## config.mk

```make
export PLATFORM = sky130hd
export DESIGN_NAME = apb_slave
export DESIGN_NICKNAME = d
export VERILOG_FILES = /design/src/rtl/apb_pkg.sv /design/src/rtl/apb_regfile.sv /design/src/rtl/apb_slave.sv
export SDC_FILE = /design/constraint.sdc
export NUM_CORES = 1
export LEC_CHECK = 0
export CORE_MARGIN = 2
export CORE_UTILIZATION = 35
export DETAILED_ROUTE_END_ITERATION = 8
export GPL_TIMING_DRIVEN = 1
export PLACE_DENSITY = 0.53
export SYNTH_ARGS = -nofsm -noshare
export SYNTH_HDL_FRONTEND = slang
export SYNTH_HIERARCHICAL = 1
export SYNTH_SLANG_ARGS = --single-unit
```

## constraint.sdc

```tcl
create_clock -name i_clk -period 5.6 [get_ports i_clk]
set_input_delay 0.56 -clock i_clk [delete_from_list [all_inputs] [get_ports i_clk]]
set_output_delay 0.56 -clock i_clk [all_outputs]
set_load 0.02 [all_outputs]
```

## src/rtl/apb_pkg.sv

```systemverilog
// Shared APB definitions for the completer and requester ends of the bus.
package apb_pkg;

   localparam int unsigned APB_ADDR_W = 8;
   localparam int unsigned APB_DATA_W = 8;

   typedef enum logic {
      StIdle   = 1'b0,
      StAccess = 1'b1
   } apb_state_e;

endpackage

```

## src/rtl/apb_regfile.sv

```systemverilog
// Register storage for the APB completer: synchronous write, combinational read.
module apb_regfile
   import apb_pkg::*;
#(
   parameter int unsigned DATA_W = APB_DATA_W,
   parameter int unsigned NREGS  = 16,
   parameter int unsigned IDX_W  = 4
) (
   input  logic              i_clk,
   input  logic              i_reset,
   input  logic              i_we,
   input  logic [IDX_W-1:0]  i_waddr,
   input  logic [DATA_W-1:0] i_wdata,
   input  logic [IDX_W-1:0]  i_raddr,
   output logic [DATA_W-1:0] o_rdata
);

   logic [DATA_W-1:0] mem_q [NREGS];

   always_ff @(posedge i_clk) begin
      if (i_reset) begin
         for (int unsigned i = 0; i < NREGS; i++) begin
            mem_q[i] <= '0;
         end
      end else if (i_we) begin
         mem_q[i_waddr] <= i_wdata;
      end
   end

   // Out-of-range indices are masked by the caller's decode.
   assign o_rdata = mem_q[i_raddr];

endmodule

```

## src/rtl/apb_slave.sv

```systemverilog
// APB completer: decodes setup/enable transfers into a small register file with
// configurable wait states, error responses and a sticky protocol-violation flag.
module apb_slave
   import apb_pkg::*;
#(
   parameter int unsigned        ADDR_W      = APB_ADDR_W,
   parameter int unsigned        DATA_W      = APB_DATA_W,
   parameter int unsigned        NREGS       = 16,
   parameter int unsigned        WAIT_STATES = 0,
   parameter logic [DATA_W-1:0]  ID_VALUE    = DATA_W'(8'hA5)
) (
   input  logic              i_clk,
   input  logic              i_reset,
   input  logic [ADDR_W-1:0] i_paddr,
   input  logic              i_psel,
   input  logic              i_penable,
   input  logic              i_pwrite,
   input  logic [DATA_W-1:0] i_pwdata,
   output logic              o_pready,
   output logic [DATA_W-1:0] o_prdata,
   output logic              o_pslverr,
   output logic              o_wr_pulse,
   output logic [ADDR_W-1:0] o_wr_addr,
   output logic              o_proto_err
);

   localparam int unsigned       IdxW   = (NREGS > 1) ? $clog2(NREGS) : 1;
   localparam logic [ADDR_W:0]   NregsW = (ADDR_W + 1)'(NREGS);
   localparam logic [ADDR_W-1:0] IdAddr = ADDR_W'(NREGS - 1);
   localparam logic [3:0]        WaitLd = 4'(WAIT_STATES);

   apb_state_e        state_q, state_d;
   logic [3:0]        cnt_q, cnt_d;
   logic              pready_q, pready_d;
   logic [DATA_W-1:0] prdata_q, prdata_d;
   logic              pslverr_q, pslverr_d;
   logic              wr_pulse_q, wr_pulse_d;
   logic [ADDR_W-1:0] wr_addr_q, wr_addr_d;
   logic              proto_err_q, proto_err_d;

   logic              rf_we;
   logic [DATA_W-1:0] rf_rdata;
   logic              in_range;
   logic              is_id;
   logic              dec_err;
   logic [DATA_W-1:0] dec_rdata;

   apb_regfile #(
      .DATA_W (DATA_W),
      .NREGS  (NREGS),
      .IDX_W  (IdxW)
   ) u_regfile (
      .i_clk   (i_clk),
      .i_reset (i_reset),
      .i_we    (rf_we),
      .i_waddr (i_paddr[IdxW-1:0]),
      .i_wdata (i_pwdata),
      .i_raddr (i_paddr[IdxW-1:0]),
      .o_rdata (rf_rdata)
   );

   // Response decode for the address currently on the bus.
   always_comb begin
      in_range  = ({1'b0, i_paddr} < NregsW);
      is_id     = (i_paddr == IdAddr);
      dec_err   = !in_range || (is_id && i_pwrite);
      dec_rdata = '0;
      if (!i_pwrite && !dec_err) begin
         dec_rdata = is_id ? ID_VALUE : rf_rdata;
      end
   end

   always_comb begin
      state_d     = state_q;
      cnt_d       = cnt_q;
      pready_d    = 1'b0;
      prdata_d    = '0;
      pslverr_d   = 1'b0;
      wr_pulse_d  = 1'b0;
      wr_addr_d   = wr_addr_q;
      proto_err_d = proto_err_q;
      rf_we       = 1'b0;

      unique case (state_q)
         StIdle: begin
            if (i_psel && !i_penable) begin
               cnt_d    = WaitLd;
               pready_d = (WAIT_STATES == 0);
               state_d  = StAccess;
               if (pready_d) begin
                  prdata_d  = dec_rdata;
                  pslverr_d = dec_err;
               end
            end else if (i_penable) begin
               proto_err_d = 1'b1;
            end
         end
         StAccess: begin
            if (!i_psel) begin
               proto_err_d = 1'b1;
               state_d     = StIdle;
            end else if (!i_penable) begin
               // A fresh setup mid-transfer restarts the access.
               proto_err_d = 1'b1;
               cnt_d       = WaitLd;
               pready_d    = (WAIT_STATES == 0);
               if (pready_d) begin
                  prdata_d  = dec_rdata;
                  pslverr_d = dec_err;
               end
            end else if (!pready_q) begin
               cnt_d    = cnt_q - 4'd1;
               pready_d = (cnt_q == 4'd1);
               if (pready_d) begin
                  prdata_d  = dec_rdata;
                  pslverr_d = dec_err;
               end
            end else begin
               rf_we      = i_pwrite && !pslverr_q;
               wr_pulse_d = rf_we;
               if (rf_we) begin
                  wr_addr_d = i_paddr;
               end
               state_d = StIdle;
            end
         end
         default: state_d = StIdle;
      endcase
   end

   always_ff @(posedge i_clk) begin
      if (i_reset) begin
         state_q     <= StIdle;
         cnt_q       <= '0;
         pready_q    <= 1'b0;
         prdata_q    <= '0;
         pslverr_q   <= 1'b0;
         wr_pulse_q  <= 1'b0;
         wr_addr_q   <= '0;
         proto_err_q <= 1'b0;
      end else begin
         state_q     <= state_d;
         cnt_q       <= cnt_d;
         pready_q    <= pready_d;
         prdata_q    <= prdata_d;
         pslverr_q   <= pslverr_d;
         wr_pulse_q  <= wr_pulse_d;
         wr_addr_q   <= wr_addr_d;
         proto_err_q <= proto_err_d;
      end
   end

   assign o_pready    = pready_q;
   assign o_prdata    = prdata_q;
   assign o_pslverr   = pslverr_q;
   assign o_wr_pulse  = wr_pulse_q;
   assign o_wr_addr   = wr_addr_q;
   assign o_proto_err = proto_err_q;

endmodule
```

Yosys cells after proc, flatten, opt, wreduce, memory -nomap -nowiden
Memories as Yosys holds them, arrays and structs flattened. Cells that the tools add are included.

Mux-type cells: 45. Order comparisons: 1. Reductions and logical operators: 14. Bitwise logic cells: 1. Add/sub/neg operators: 1. Equal/unequal tests: 8.

Operator list (count): 8-bit two-way mux (8); 1-bit two-way mux (26); 4-bit two-way mux (5); 8-bit case mux with 2 select lines (1); 8-bit by 4-bit == test with 1-bit output, second input constant (1); 8-bit by 5-bit < comparator with 1-bit output, second input constant (1); 2-bit != test, second input constant (4); 1-bit case mux with 2 select lines (4); 4-bit case mux with 2 select lines (1); 8-bit OR reduction (1); 3-bit != test, second input constant (2); 3-bit AND reduction (2); 1-bit logical NOT (5); 5-bit AND reduction (1); 4-bit by 1-bit == test with 1-bit output, second input constant (1); 1-bit logical AND (4); 4-bit by 1-bit subtractor with 4-bit output, second input constant (1); 1-bit logical OR (1); 1-bit inverter (1).

Memory bits (writable): 128. Bits in registers: 25. Memories: 1. Word-level logic and storage cells: 79. Bits of input ports: 21. Output and inout port bits: 20.

Memories: u_regfile.mem_q (words 16, bits a word 8, rd ports 1, clocked after Yosys merged registers in 0, write ports 16, RTL line apb_regfile.sv:18) `logic [DATA_W-1:0] mem_q [NREGS];`.

Logic depth before layout (Yosys ltp)
Word-level depth: 11. Mapped depth: 6. Mapped depth without buffers: 5.

Hierarchy
The synthesis kept the hierarchy.

Modules (own cells, without submodules): apb_regfile (cells each 375, area each 5861.9 µm², instances 1); apb_slave (cells each 95, area each 962.2 µm², instances 1).

Worst setup path before layout
OpenSTA, ideal clock, no wires.

Path type: input -> register. From: input i_psel. To: memory u_regfile/mem_q[0][0] (netlist bit) (enable). Buffers on the path: 1. Setup slack: 3255 ps. Arrival: 2036 ps. Library setup time: 309 ps. Stages: 6. Cells stage by stage: nand3_2 -> nor3_2 -> buf_4 -> or4b_4 -> nor3_2 -> or2_2.

RTL lines: start: declaration (RTL line apb_slave.sv:15) `input logic i_psel,`; end: declaration (RTL line apb_regfile.sv:18).

==> metrics.md <==
| Metric | Value |
|---|---|
| Status | complete, no violations |
| PortBufs | 40 |
| ANT cells | 0 |
| Register area share after synthesis | 63.7% |
| Clock H-tree levels | 4 |
| Resize count post-CTS | 0 |
| Fin. Hold Viols | 0 |
| Post-DP HPWL | 11200 um |
| Least-Margin Pin Slew | 0.946 ns |
| Die span in x | 144 um |
| #FFs+latches synth | 153 |
| Ys Warns | 6 |
| Final cell utilization of the core | 41.5% |
| Post-CTS Setup Repair Bufs | 0 |
| Critical Path Fanout Max | 12 |
| Syn Area/Cell | 14.5 sq um |
| TritonCTS Sinks | 153 |
| Fin crit share | 52.7% |
| Min-delay src | o_proto_err |
| Worst setup startpoint | i_psel |
| Fraction of layout cells with a size suffix above 1 | 17.8% |
| Synth-to-layout area growth | 17.1% |
| DR vias | 3945 |
| R2R depth | 6 |
| Pwr/cell area | 304 nW/um^2 |
| Die ar. | 20600 sq um |
| Final Skew | 0.00939 ns |
| Crit path DAT | 3.07 ns |
| Leakage | 2.83 nW |
| Min Clock Period, post-route | 2.95 ns |
| Unrepaired setup endpoints after global routing | false |
| GRT Overall Usage | 16.8% |
| MaxCap Viol Count | 0 |
| Gp weighted congestion | 0.798 |
| First-pass GRT wire length | 24500 um |
| Slew Limit Fails | 0 |
| Final setup fails | 0 |
| Root Driver | clkbuf_16 |
| Longest Clk Path Bufs | 2 |
| Number of global-route vias before repair | 4030 |
| Initial core utilization | 35.4% |
| Worst r2r dst | u_regfile/mem_q[4][2] |
| Worst R2R Start | state_q |
| Worst min path class | flop to flop |
| Pin count of the biggest net entering global routing | 43 |
| Final-stage net count | 533 |
| Fmax | 339 MHz |
| WL/cell | 20.9 um |
| Crit path depth | 7 |
| CTS tree | yes |
| Clock slew at reported path FFs | 0.06 ns |
| Reg2Reg Setup Slack | 3.00 ns |
| Cell Area, Synth | 6820 sq um |
| Crit Path Class | input pin to flop |
| CP bufs+invs | 2 |
| 1st-iter DRT viols | 300 |
| Fin Setup TNS | 0 ns |
| Worst path slowest cell | nor3_1 |
| Number of DRC violations after detailed routing | 0 |
| Worst rel slew slack | 36.7% |
| Post-synthesis cell count | 470 |
| I/O pin cnt | 41 |
| Vias per inst | 5.01 |
| Crit path launch type | input pin |
| CP required | 5.72 ns |
| Rows | 51 |
| Clk_lat worst skew | 0.42 ns |
| Final wirelength | 16500 um |
| CP Capture Type | flop |
| GR Overflow Total | 0 |
| Crit-path max cell delay | 0.68 ns |
| Crit-path cells | clkdlybuf4s50_1 > nand3_2 > nor3_2 > buf_4 > nand4bb_1 > nor3_1 > or2_2 |
| CP endpoint | u_regfile/mem_q[4][2] |
| Fillers | 1781 |
| Post-route ant nets | 0 |
| Maximum vdd drop | 201 uV |
| TritonCTS Buffers | 17 |
| DIE HEIGHT | 144 um |
| Netlist cell types | 38 |
| Core box area | 19300 sq um |
| Drt pass-1 iters | 5 |
| Family with the most delay on the worst path | simple AND/OR/NAND/NOR gates |
| Post-synthesis net count | 493 |
| Post-CTS Hold Buffers | 0 |
| Initial antenna violation count | 0 |
[worst register-to-register path, cell delays in order (launching register included)]
cell and delay (ns):
dfxtp_1 0.38, nand3_2 0.15, nor3_2 0.18, buf_4 0.25, nand4bb_1 0.31, nor3_1 0.68, or2_2 0.35
[sequential cells by signal, indices dropped and copies added, names as in the netlist]
register / cells
cnt_q: 4
o_prdata: 8
o_pready: 1
o_proto_err: 1
o_pslverr: 1
o_wr_addr: 8
o_wr_pulse: 1
state_q: 1
u_regfile/mem_q: 128
[report_power, final]
group	internal, W	switching [W]	leakage [nW]
Clock	0.000557	0.000440	0.244
Combinational	0.0000600	0.0000926	1.07
Sequential	0.00126	0.0000153	1.52
[worst min path at each step]
stage	end	slack (ns)	cells past startpoint
3_3_place_gp	o_proto_err	0.44	2
5_1_grt	o_proto_err	0.47	2
3_5_place_dp	o_proto_err	0.44	2
6_report	o_proto_err	0.44	2
4_1_cts	o_proto_err	0.45	2
2_1_floorplan	cnt_q[3]	0.44	1
[logic make-up (layout without fill, tap and decap cells)]
family / after synthesis / in the layout / share of synthesized area, %
flops: 153 / 153 / 63.7
buf+inv: 28 / 81 / 1.74
fa+ha+maj: 2 / 2 / 0.367
compound gates: 31 / 31 / 3.28
mux: 40 / 40 / 11.7
simple gates: 216 / 216 / 19.2
[layout make-up]
type	count	area [sq um]	area share, %
sequential	153	4340	54.4
multi-input combinational	289	2360	29.6
clock inverter	14	83.8	1.05
clock buffer	18	429	5.37
tap	265	332	4.15
inverter	5	18.8	0.235
timing repair buffer	44	420	5.26
[cell usage in the layout, fill, tap and decap left out, types with 2 or more instances in the layout]
cell	synthesis	final
a22oi_1	17	17
nor2_2	3	3
mux4_2	32	32
o21a_1	4	4
nand2b_1	3	3
o21ai_0	2	2
nand4bb_1	2	2
clkbuf_16	0	17
a21oi_1	5	5
mux2i_1	8	8
buf_2	2	2
and3_1	4	4
nor2_1	24	24
dfxtp_1	25	25
nand2_1	14	14
nor2b_1	2	2
edfxtp_1	128	128
or2_2	16	16
ha_1	2	2
inv_1	5	5
nor3_2	2	2
clkdlybuf4s50_1	0	38
buf_4	3	4
and2_1	129	129
clkinv_1	0	3
nor3_1	7	7
clkinv_2	0	5
clkinvlp_4	0	4
[metrics by stage]
stage | setup slack [ns] | hold WS [ns] | instances | instance area [sq um] | total power, W
2_1_floorplan | 3.26 | 0.439 | 470 | 6820 | 0.00138
3_3_place_gp | 2.39 | 0.438 | 756 | 7480 | 0.00146
3_5_place_dp | 2.30 | 0.438 | 756 | 7480 | 0.00146
4_1_cts | 2.73 | 0.448 | 788 | 7990 | 0.00245
5_1_grt | 2.47 | 0.468 | 788 | 7990 | 0.00251
6_report | 2.65 | 0.445 | 788 | 7990 | 0.00243
[cells in the mapped netlist]
cell type	instances	area share, %
a211oi_1	1	0.11
a21boi_0	1	0.11
a21oi_1	5	0.37
a22oi_1	17	1.9
and2_1	129	12
and3_1	4	0.37
and4_1	1	0.13
buf_1	5	0.28
buf_2	2	0.15
buf_4	3	0.33
clkbuf_1	13	0.72
dfxtp_1	25	7.3
edfxtp_1	128	56
ha_1	2	0.37
inv_1	5	0.28
mux2i_1	8	1.2
mux4_2	32	11
nand2_1	14	0.77
nand2b_1	3	0.28
nand3_2	1	0.15
nand4_1	1	0.092
nand4b_1	1	0.13
nand4bb_1	2	0.33
nor2_1	24	1.3
nor2_2	3	0.28
nor2b_1	2	0.18
nor2b_4	1	0.20
nor3_1	7	0.51
nor3_2	2	0.29
nor4_1	1	0.092
nor4_2	1	0.18
nor4_4	1	0.31
o21a_1	4	0.44
o21ai_0	2	0.15
o21ai_4	1	0.24
or2_2	16	1.5
or4_1	1	0.11
or4b_4	1	0.20
[layer usage]
layer  track usage, %  share of wire, %
met5                0                 0
met4             6.55               2.5
met3             4.07               6.4
met2             26.4                46
met1             22.7                45
Power figures use the tool's default switching activity.
